==> config.mk <==
export PLATFORM = sky130hd
export DESIGN_NAME = serial_adder
export DESIGN_NICKNAME = d
export VERILOG_FILES = /design/src/rtl/serial_adder.sv
export SDC_FILE = /design/constraint.sdc
export NUM_CORES = 1
export LEC_CHECK = 0
export BUFFER_PORTS_ARGS = -buffer_cell sky130_fd_sc_hd__buf_2
export CELL_PAD_IN_SITES_DETAIL_PLACEMENT = 1
export CELL_PAD_IN_SITES_GLOBAL_PLACEMENT = 1
export CORE_MARGIN = 3
export CORE_UTILIZATION = 29
export CTS_CLUSTER_DIAMETER = 100
export DETAILED_ROUTE_END_ITERATION = 16
export PLACE_DENSITY_LB_ADDON = 0.1
export REMOVE_ABC_BUFFERS = 1
export SLEW_MARGIN = 15
export SYNTH_ARGS = -nofsm -noshare
export SYNTH_HDL_FRONTEND = slang
export SYNTH_SLANG_ARGS = --single-unit
==> constraint.sdc <==
create_clock -name clk -period 3.1 [get_ports clk]
set_clock_uncertainty 0.15 [all_clocks]
set_input_delay 0.62 -clock clk [delete_from_list [all_inputs] [get_ports clk]]
set_output_delay 0.62 -clock clk [all_outputs]
set_load 0.05 [all_outputs]
==> src/rtl/serial_adder.sv <==
// Bit-serial N-bit adder: one full-adder cell and a carry flop, LSB first.
// start/busy/done handshake; sum/cout/ovf update only when the result is complete.
module serial_adder #(
  parameter int N = 4
) (
  input  logic         clk,
  input  logic         rst,
  input  logic         start,
  input  logic [N-1:0] a,
  input  logic [N-1:0] b,
  input  logic         cin,
  output logic         busy,
  output logic         done,
  output logic [N-1:0] sum,
  output logic         cout,
  output logic         ovf
);

  localparam int CW = $clog2(N) + 1;

  typedef enum logic [1:0] {
    IDLE,
    RUN,
    DONE
  } state_t;

  state_t         r_state;
  state_t         w_state_nxt;
  logic [N-1:0]   r_a;
  logic [N-1:0]   r_b;
  logic [N-1:0]   r_res;
  logic           r_c;
  logic [CW-1:0]  r_cnt;
  logic           r_busy;
  logic           r_done;
  logic [N-1:0]   r_sum;
  logic           r_cout;
  logic           r_ovf;

  logic           w_s;
  logic           w_c_nxt;
  logic           w_last;
  logic           w_load;
  logic [N-1:0]   w_res_nxt;

  assign w_s     = r_a[0] ^ r_b[0] ^ r_c;
  assign w_c_nxt = (r_a[0] & r_b[0]) | (r_a[0] & r_c) | (r_b[0] & r_c);
  assign w_last  = (r_cnt == CW'(N - 1));

  // New sum bit enters at the MSB; after N shifts bit i sits at position i.
  assign w_res_nxt = (r_res >> 1) | (N'(w_s) << (N - 1));

  always_comb begin
    w_state_nxt = r_state;
    w_load      = 1'b0;
    unique case (r_state)
      IDLE: begin
        if (start) begin
          w_load      = 1'b1;
          w_state_nxt = RUN;
        end
      end
      RUN: begin
        if (w_last) begin
          w_state_nxt = DONE;
        end
      end
      DONE: begin
        if (start) begin
          w_load      = 1'b1;
          w_state_nxt = RUN;
        end else begin
          w_state_nxt = IDLE;
        end
      end
      default: begin
        w_state_nxt = IDLE;
      end
    endcase
  end

  always_ff @(posedge clk) begin
    if (rst) begin
      r_state <= IDLE;
      r_a     <= '0;
      r_b     <= '0;
      r_res   <= '0;
      r_c     <= 1'b0;
      r_cnt   <= '0;
      r_busy  <= 1'b0;
      r_done  <= 1'b0;
      r_sum   <= '0;
      r_cout  <= 1'b0;
      r_ovf   <= 1'b0;
    end else begin
      r_state <= w_state_nxt;
      r_busy  <= (w_state_nxt == RUN);
      r_done  <= (w_state_nxt == DONE);
      if (w_load) begin
        r_a   <= a;
        r_b   <= b;
        r_c   <= cin;
        r_cnt <= '0;
      end else if (r_state == RUN) begin
        r_a   <= r_a >> 1;
        r_b   <= r_b >> 1;
        r_c   <= w_c_nxt;
        r_cnt <= r_cnt + CW'(1);
        r_res <= w_res_nxt;
        // On the last bit r_c is the carry into the MSB.
        if (w_last) begin
          r_sum  <= w_res_nxt;
          r_cout <= w_c_nxt;
          r_ovf  <= r_c ^ w_c_nxt;
        end
      end
    end
  end

  assign busy = r_busy;
  assign done = r_done;
  assign sum  = r_sum;
  assign cout = r_cout;
  assign ovf  = r_ovf;

endmodule
# ---- Word level (Yosys, flattened, before mapping)
# Cells that the tools add are included.
dict set report word_totals {
  regBits 26
  in_bits 12
  out_inout_bits 8
  word_cells 45
}
dict set report op_classes {
  add_sub_neg 1
  n_eq_ne 5
  mux 12
  n_bitwise 10
  n_reduce_logical 6
}
# op n
set ops {}
lappend ops {{2-to-1 mux 4 bit} 4}
lappend ops {{one-hot mux 2 bit (3 select lines)} 1}
lappend ops {{2-to-1 mux 1 bit} 5}
lappend ops {{equality test 2 x 1 -> 1 bit, second input constant} 2}
lappend ops {{equality test 2 bit, second input constant} 2}
lappend ops {{2-to-1 mux 2 bit} 2}
lappend ops {{OR 3 x 4 -> 4 bit} 1}
lappend ops {{OR reduction 2 bit} 2}
lappend ops {{adder 3 x 1 -> 3 bit, second input constant} 1}
lappend ops {{bitwise AND 1 bit} 3}
lappend ops {{equality test 3 x 2 -> 1 bit, second input constant} 1}
lappend ops {{AND reduction 3 bit} 1}
lappend ops {{bitwise XOR 1 bit} 3}
lappend ops {{zero test 2 bit} 1}
lappend ops {{OR 1 bit} 2}
lappend ops {{AND reduction 2 bit} 1}
lappend ops {{nonzero test 2 bit} 1}
lappend ops {{inverter 1 bit} 1}

# ---- Depth between registers and ports, before layout
dict set report depth {
  word_depth 5
  ltp_mapped 6
  ltp_nobuf 5
}

# ---- Worst setup path after synthesis
# Ideal clock, no wire load.
dict set report synth_timing {
  path_kind {input to register}
  startpoint {input rst}
  endpoint {register r_a[3]}
  arrival_time_ps 1204
  required_time_ps 2818
  path_slack_ps 1615
  stages 3
  path_buffers 2
  cell_sequence {clkbuf_1 -> clkbuf_1 -> nor3_1}
}
# element line_no
set synth_rtl {}
lappend synth_rtl {{start: declaration} 7} ;# input logic rst,
lappend synth_rtl {{end signal: assignment} 105} ;# r_a <= r_a >> 1;
lappend synth_rtl {{end: declaration} 29} ;# logic [N-1:0] r_a;
# No word-level cell between the ends.

# ---- Worst setup path after layout
dict set report layout_timing {
  startpoint {register r_state[0]}
  endpoint {register r_cnt[2]}
}
dict set report layout_between {
  elab_chain_len 4
  elab_cells_between_ends 6
  cone_classes {eq/ne: 2; mux: 1; reduce/logical: 3}
}
# element line_no
set layout_lines {}
lappend layout_lines {{start: declaration} 27} ;# state_t r_state;
lappend layout_lines {{start signal: assignment} 96} ;# r_state <= w_state_nxt;
lappend layout_lines {{equality test 2 bit / zero test 2 bit (equally long branches)} 56} ;# unique case (r_state)
lappend layout_lines {{OR reduction 2 bit (no line)} n/a}
lappend layout_lines {{2-to-1 mux 1 bit} n/a}
lappend layout_lines {{OR reduction 2 bit (no line)} n/a}
lappend layout_lines {{end signal: assignment} 108} ;# r_cnt <= r_cnt + CW'(1);
lappend layout_lines {{end: declaration} 33} ;# logic [CW-1:0] r_cnt;
# Parallel ways exist; a longest one is shown, timed or not.
# A chain may end at the register's enable or synchronous reset.

==> flow_metrics.tcl <==
set metrics [dict create \
    grt_usage 0.1129 \
    hold_class "flip-flop to flip-flop" \
    grt_pass1_vias 817 \
    cts_sinks 25 \
    avgSynthCellArea_um2 8.927 \
    clk_latency_ns 0.32 \
    drcViolationCount 0 \
    grt_max_degree 26 \
    clk_pin_slew_ns 0.14 \
    place_hpwl_mm 1.433 \
    row_count 20 \
    cp-start-kind "flip-flop" \
    maxSlewViolCount 0 \
    status "finished clean" \
    yosysWarnings 0 \
    avgViaCountPerCell 4.704 \
    slew_headroom 0.5182 \
    cap_violations 0 \
    cts.path.max_buffers 2 \
    routedWlPerCell_um 12.23 \
    cellPowerDensity_nw_per_um2 500.4 \
    netlist_area_um2 991.0 \
    grt-ovfl-total 0 \
    syn2layout_area_growth_pct 13.13 \
    tightest_slew_ns 0.7227 \
    rsz0062_at_grt "no" \
    synth_top_area_cell "dfxtp_1" \
    drt_iter0_markers 25 \
    endpoint_kind "flip-flop" \
    cp_slowest_cell "and2b_1" \
    drtPass1Iterations 4 \
    fillers 394 \
    io_pins 20 \
    power_leakage_uw 0.0004399 \
    fin_crit_sh 0.5684 \
    fmax_mhz 567.5 \
    antenna_found_initial 0 \
    antennaDiodeCount 0 \
    ant_nets 0 \
    synth-seq-cells 25 \
    synthTopCellsByArea "dfxtp_1 (51%), nand2_1 (7.6%), a21oi_1 (6.1%)" \
    utilization 0.3556 \
    crit_path_cell_trace "and2b_1, nor2_1, a2111oi_2" \
    path_max_fanout 21 \
    grt_pass1_wl_mm 3.726 \
    critical_path_buf_inv_count 0 \
    htreeDepth 1 \
    netlist_instances 111 \
    finalSetupViolations 0 \
    setup-tns-final_ns 0 \
    layout-drive-gt1-share 0.1840 \
    die_area_um2 4154 \
    fin_crit_ns 1.762 \
    cts-root-buf "clkbuf_4" \
    cts_tree "done" \
    synth_top_area_frac 0.5051 \
    ctsHoldBuffers 0 \
    cp_data_required_time_ns 3.17 \
    vias 795 \
    die_h_um 64.46 \
    layout.nets 141 \
    worstSetupPathType "flip-flop to flip-flop" \
    finalWirelength_mm 2.067 \
    hold_viol 0 \
    design.core.area_um2 3153 \
    peakVddDrop_mv 0.1657 \
    port_buffers 19 \
    seq_area_frac_synth 0.5051 \
    arrival_ns 1.84 \
    crit_family "simple AND/OR/NAND/NOR gates" \
    cts_buffers 3 \
    synth_cell_type_count 23 \
    start_util 0.3143 \
    postCtsSetupBuffers 0 \
    max_stage_delay_ns 0.62 \
    gp_congestion 0.6409 \
    cts_resized 0 \
    chipWidth_um 64.46 \
]
per-layer routing:
layer	vias up	track usage	routed length, um
met4	0	0.04749	40
met5	-	0	0
met1	366	0.1501	975
met2	17	0.1778	951
li1	407	-	-
met3	5	0.02253	100
tightest hold or removal path: cells and delay by family, from the launching register on:
kind / cells / cell delay (ns)
AO/OA/AOI/OAI: 1 / 0.05
flip-flops: 1 / 0.33
AND/OR/NAND/NOR: 1 / 0.05
power breakdown:
group	leakage (uW)	switching, uW	internal [uW]	total [uW]
Combinational	0.000221	42.3	24.6	66.9
Clock	0.0000150	98.8	50.4	149
Sequential	0.000204	9.02	336	345
Total	0.000440	150	411	561
state kept, by name (all words and copies together) (netlist names):
register,count
sum,4
r_b,4
r_cnt,3
r_state,2
done,1
r_c,1
r_res,3
ovf,1
cout,1
busy,1
r_a,4
Yosys cell counts (all sizes together):
master,number
inv,1
clkbuf,4
ha,2
nand3b,1
buf,5
mux2i,3
a311oi,4
nand3,9
a21oi,12
nor2,9
nor2b,1
and2b,1
nand2b,2
xor2,1
fa,1
dfxtp,25
xnor2,1
a2111oi,1
nand2,20
a22oi,3
o21a,1
nor3,4
stage by stage:
stage	hold WS [ns]	power [uW]	area, um2	instances	worst slack [ns]
final	0.3101	560.9	1121	169	1.338
after global routing	0.3278	594.4	1121	169	1.206
after CTS	0.3135	574.4	1121	169	1.301
after detailed placement	0.2946	420.9	1095	165	1.125
after global placement	0.2882	418.8	1095	165	1.185
after floorplan	0.2805	394.1	944.7	102	1.491
kinds of logic after synthesis:
kind of cell | Yosys count | synth area share
flip-flops | 25 | 0.5051
AO/OA/AOI/OAI | 21 | 0.1414
XOR/XNOR | 2 | 0.01768
buffers and inverters | 10 | 0.05050
multiplexers | 3 | 0.03030
AND/OR/NAND/NOR | 47 | 0.2096
adder cells (fa/ha/maj) | 3 | 0.04545
layout by cell type, fill, tap and decap left out, types with 4 or more instances in the layout:
cell      count
a311oi_1      4
nor3_1        4
nor2_1        9
buf_2        19
nand3_1       9
a21oi_1      12
dfxtp_1      25
nand2_1      20
final timing paths:
kind,end,slack (ns),from,cells past startpoint
worst max register to register,r_cnt[2],1.34,r_state[0],3
worst min-delay path,sum[3],0.31,sum[3],2
worst min register to register,sum[3],0.31,sum[3],2
worst max-delay path,r_cnt[2],1.34,r_state[0],3
cell type report:
type | instances | area (um2) | area share
flip-flops and latches | 25 | 500.5 | 0.4464
multi-input cells | 76 | 440.4 | 0.3929
repair buffers | 19 | 95.09 | 0.08482
well taps | 44 | 55.05 | 0.04911
clock buffers | 4 | 26.28 | 0.02344
inverters | 1 | 3.754 | 0.003348
Note: power is estimated with default switching activity, not from simulation.
